$ cat src/rtl/rv32i_imem_arb.sv
`default_nettype none
// ============================================================================
// Module   : rv32i_imem_arb
// Brief    : Single-port instruction-RAM arbiter between instruction fetch and
//            data loads, with fetch anti-starvation and load error checking.
// Revision : 1.0
// ============================================================================
module rv32i_imem_arb #(
    parameter int STARVE_MAX = 2,
    parameter int AW         = 13
) (
    input  logic          clk,
    input  logic          rst,
    input  logic          if_req,
    input  logic [31:0]   if_addr,
    input  logic          if_flush,
    output logic          if_gnt,
    output logic          if_valid,
    output logic [31:0]   if_rdata,
    input  logic          ld_req,
    input  logic [31:0]   ld_addr,
    input  logic [2:0]    ld_funct3,
    output logic          ld_gnt,
    output logic          ld_valid,
    output logic [31:0]   ld_rdata,
    output logic          ld_err,
    output logic          mem_en,
    output logic [AW-1:0] mem_addr,
    input  logic [31:0]   mem_rdata
);

    localparam int CW = (STARVE_MAX < 2) ? 1 : $clog2(STARVE_MAX + 1);
    localparam logic [CW-1:0] C_STARVE_MAX = CW'(STARVE_MAX);

    typedef enum logic [1:0] {
        IDLE   = 2'd0,
        IF_RD  = 2'd1,
        LD_RD  = 2'd2,
        LD_ERR = 2'd3
    } state_t;

    state_t        r_state;
    state_t        w_state_nxt;
    logic [CW-1:0] r_starve_cnt;
    logic [CW-1:0] w_starve_nxt;
    logic          w_fetch_win;
    logic          w_ld_win;
    logic          w_ld_bad;
    logic          w_unused;

    // Byte address bits below the word and above the RAM are not decoded for fetches.
    assign w_unused = ^{if_addr[31:AW+2], if_addr[1:0]};

    always_comb begin
        w_ld_bad = 1'b0;
        case (ld_funct3)
            3'b000, 3'b100: w_ld_bad = 1'b0;
            3'b001, 3'b101: w_ld_bad = ld_addr[0];
            3'b010:         w_ld_bad = |ld_addr[1:0];
            default:        w_ld_bad = 1'b1;
        endcase
        w_ld_bad = w_ld_bad | (|ld_addr[31:15]);
    end

    // Loads win unless the fetch has already lost STARVE_MAX times in a row.
    assign w_fetch_win = !rst && if_req && (!ld_req || (r_starve_cnt == C_STARVE_MAX));
    assign w_ld_win    = !rst && ld_req && !w_fetch_win;

    always_comb begin
        w_state_nxt  = IDLE;
        w_starve_nxt = r_starve_cnt;
        if (w_fetch_win) begin
            w_state_nxt = IF_RD;
        end else if (w_ld_win) begin
            w_state_nxt = w_ld_bad ? LD_ERR : LD_RD;
        end
        if (!if_req || w_fetch_win) begin
            w_starve_nxt = '0;
        end else if (w_ld_win && (r_starve_cnt != C_STARVE_MAX)) begin
            w_starve_nxt = r_starve_cnt + CW'(1);
        end
    end

    always_ff @(posedge clk or posedge rst) begin
        if (rst) begin
            r_state      <= IDLE;
            r_starve_cnt <= '0;
        end else begin
            r_state      <= w_state_nxt;
            r_starve_cnt <= w_starve_nxt;
        end
    end

    assign if_gnt   = w_fetch_win;
    assign ld_gnt   = w_ld_win;
    assign mem_en   = w_fetch_win || (w_ld_win && !w_ld_bad);
    assign mem_addr = w_fetch_win              ? if_addr[AW+1:2] :
                      (w_ld_win && !w_ld_bad)  ? ld_addr[AW+1:2] : '0;

    // A flushed fetch still lets the RAM read finish; only the valid is suppressed.
    assign if_valid = (r_state == IF_RD) && !if_flush;
    assign if_rdata = (r_state == IF_RD) ? mem_rdata : 32'h0;
    assign ld_valid = (r_state == LD_RD) || (r_state == LD_ERR);
    assign ld_err   = (r_state == LD_ERR);
    assign ld_rdata = (r_state == LD_RD) ? mem_rdata : 32'h0;

endmodule
`default_nettype wire

$ cat config.mk
export PLATFORM = sky130hd
export DESIGN_NAME = rv32i_imem_arb
export DESIGN_NICKNAME = d
export VERILOG_FILES = /design/src/rtl/rv32i_imem_arb.sv
export SDC_FILE = /design/constraint.sdc
export NUM_CORES = 1
export LEC_CHECK = 0
export ABC_AREA = 1
export CORE_AREA = 5 5 76 78
export CTS_CLUSTER_SIZE = 30
export DETAILED_ROUTE_END_ITERATION = 8
export DIE_AREA = 0 0 81 83
export GPL_TIMING_DRIVEN = 0
export HOLD_SLACK_MARGIN = 0.08
export PLACE_DENSITY = 0.8
export SLEW_MARGIN = 20
export SYNTH_ARGS = -nofsm -noshare
export SYNTH_HDL_FRONTEND = slang
export SYNTH_SLANG_ARGS = --single-unit
$ cat constraint.sdc
create_clock -name clk -period 2.2 [get_ports clk]
set_clock_uncertainty 0.15 [all_clocks]
set_input_delay 0.44 -clock clk [delete_from_list [all_inputs] [get_ports clk]]
set_output_delay 0.44 -clock clk [all_outputs]
set_load 0.03 [all_outputs]
==> impl_metrics.env <==
export IMPL_status="finished, violations left"
export IMPL_violations="setup timing"
export IMPL_relSlewSlack_pct=77.5
export IMPL_powerDensity_mw_per_mm2=272
export IMPL_grt_setup_unrepaired="yes"
export IMPL_cts_buffer_depth=2
export IMPL_io_buffers=167
export IMPL_async_flop_share_pct=100
export IMPL_clkTransAtPathRegs_ns=0.03
export IMPL_max_cap_violations=0
export IMPL_yosysSeqAreaShare_pct=10.8
export IMPL_critPathKind="flip-flop to primary output"
export IMPL_min_path_type="input pin to asynchronous set/reset pin"
export IMPL_drtIter0Drc=29
export IMPL_drt_total_wl_mm=5.79
export IMPL_stdcell_count=458
export IMPL_antenna_found_initial=0
export IMPL_fill_cells=509
export IMPL_vias=1887
export IMPL_setup_tns_ns=-0.106
export IMPL_antenna_cells=0
export IMPL_grtUsageTotal_pct=15.2
export IMPL_worstSetupEndpointType="primary output"
export IMPL_gp_congestion=0.683
export IMPL_grt_pass1_wl_mm=8.42
export IMPL_cts_hold_fix_buffers=0
export IMPL_cts_buffers=3
export IMPL_core_area_mm2=0.00501
export IMPL_crit_arrival_ns=1.64
export IMPL_yosysUniqueCellTypes=18
export IMPL_hold_slack_ns=0.223
export IMPL_layout_setup_ws_ns=-0.0332
export IMPL_utilization_pct=54.9
export IMPL_setup_viol=10
export IMPL_synth_edff_count=0
export IMPL_min_period_ns=2.23
export IMPL_cp_required_ns=1.61
export IMPL_die_area_mm2=0.00672
export IMPL_clock_latency_ns=0.22
export IMPL_antenna_left=0
export IMPL_htree_levels=1
export IMPL_grt_max_degree=11
export IMPL_ys_warn_count=0
export IMPL_leakagePower_nw=1.53
export IMPL_overflow=0
export IMPL_final_net_count=495
export IMPL_first_pass_iters=4
export IMPL_hold_viol=0
export IMPL_worstMarginPinSlew_ns=0.336
export IMPL_via_per_inst=4.12
export IMPL_syn_inst=201
export IMPL_io_pins=187
export IMPL_drc=0
export IMPL_fmax_mhz=448
export IMPL_period_share_pct=102
export IMPL_drive_gt1_share_pct=41.2
export IMPL_ys_ff_latch=4
export IMPL_synth_avg_cell_area_um2=4.61
export IMPL_wl_per_cell_um=12.6
export IMPL_synth_nets=306
export IMPL_crit_fanout=6
export IMPL_dieWidth_um=81
export IMPL_area_growth_pct=197
export IMPL_ir_drop_mv=0.210
export IMPL_start_kind="flip-flop"
export IMPL_clkSinkCount=4
export IMPL_rows=26
export IMPL_finalMaxSlewViolations=0
export IMPL_die_h_um=83
export IMPL_grt_pass1_vias=1874
export IMPL_place_inst=438
export IMPL_netlist_area_um2=927
export IMPL_cts_tree="done"
export IMPL_synthFlopType="dfrtp_1"
export IMPL_cts_root_buf="clkbuf_8"
export IMPL_start_util_pct=18.5
export IMPL_detailed_place_hpwl_mm=4.37
==> flip-flops by register name, summed over array words and instances (netlist names) <==
| signal | flops |
|---|---|
| r_state | 2 |
| r_starve_cnt | 2 |
==> cell type report <==
class                   instances  area, um2  share of cell area (%)
multi-input cells             145        739                    26.9
inverters                      41        156                    5.69
repair buffers                185       1540                    56.0
clock buffers                   3       41.3                    1.50
plain buffers                  10       85.1                    3.09
well taps                      70       87.6                    3.18
flip-flops and latches          4        100                    3.64
==> synth_stat cells (2+ instances only) <==
cell,count,area share [%]
o21ai_0,2,1.1
clkbuf_1,5,2.0
nor2_1,80,32
inv_1,40,16
nand3_1,14,7.6
buf_6,4,4.9
nand2_1,41,17
dfrtp_1,4,11
a21oi_1,2,1.1
==> metal layers <==
metal	wire length, um	vias to the layer above	GRT usage [%]	share of wire, %
met5	0	-	0	0
met4	87	0	2.76	1.5
met3	1020	10	8.55	18
met2	2820	126	29.5	49
met1	1860	803	13.2	32
li1	-	948	-	-
==> cell usage in the layout (no fill, tap or decap), drive strengths merged <==
| cell | instances |
|---|---|
| dlygate4sd2 | 9 |
| inv | 41 |
| clkbuf | 37 |
| clkdlybuf4s15 | 19 |
| o21ai | 2 |
| clkdlybuf4s50 | 61 |
| a21oi | 2 |
| dfrtp | 4 |
| nand3 | 15 |
| clkdlybuf4s18 | 1 |
| buf | 71 |
| nand2 | 41 |
| nor2 | 82 |
| or2 | 2 |
| ha | 1 |
==> through the flow <==
stage               worst slack (ns)  power, mW  area, um2
detailed placement            -0.951      0.605       2690
finish                       -0.0332      0.747       2750
CTS                          -0.0648      0.759       2950
global route                  -0.107      0.795       2750
floorplan                      0.120      0.310        927
global placement              -0.897      0.600       2690
==> where the power goes <==
group	switching (mW)	internal (mW)
clock network	0.0410	0.117
registers	0.00332	0.0783
logic	0.274	0.234
total	0.318	0.429
==> logic make-up after synthesis <==
logic type	synth area share (%)
AND/OR/NAND/NOR	60.9
buffers and inverters	24.8
AO/OA/AOI/OAI	2.16
flip-flops	10.8
adder cells (fa/ha/maj)	1.35
==> path summary, 6_finish.rpt <==
kind,start,endpoint,slack [ns],depth (start not counted)
setup / recovery,r_starve_cnt[1],mem_addr[11],-0.03,10
hold / removal,rst,r_state[1],0.22,3
setup reg to reg,r_starve_cnt[1],r_state[1],0.75,8
hold reg to reg,r_starve_cnt[0],r_starve_cnt[0],0.46,3
max in group asynchronous,rst,r_starve_cnt[0],1.57,3
min in group clk,r_starve_cnt[0],r_starve_cnt[0],0.46,3
==> critical path, stage by stage, from the launching register on <==
cell     delay [ns]
dfrtp_1        0.38
ha_2           0.18
inv_2          0.06
nand2_2        0.06
nand3_4        0.07
inv_4          0.05
nor2_4         0.17
buf_6          0.17
nand3_2        0.08
nand2_2        0.07
buf_6          0.13
==> timing repair <==
action,in CTS,in global routing
gates resized for setup,358,110
endpoints found under the setup margin,81,75
cloned,2,0
pin swaps,44,39
setup buffers,9,7
Note: power is estimated with default switching activity, not from simulation.
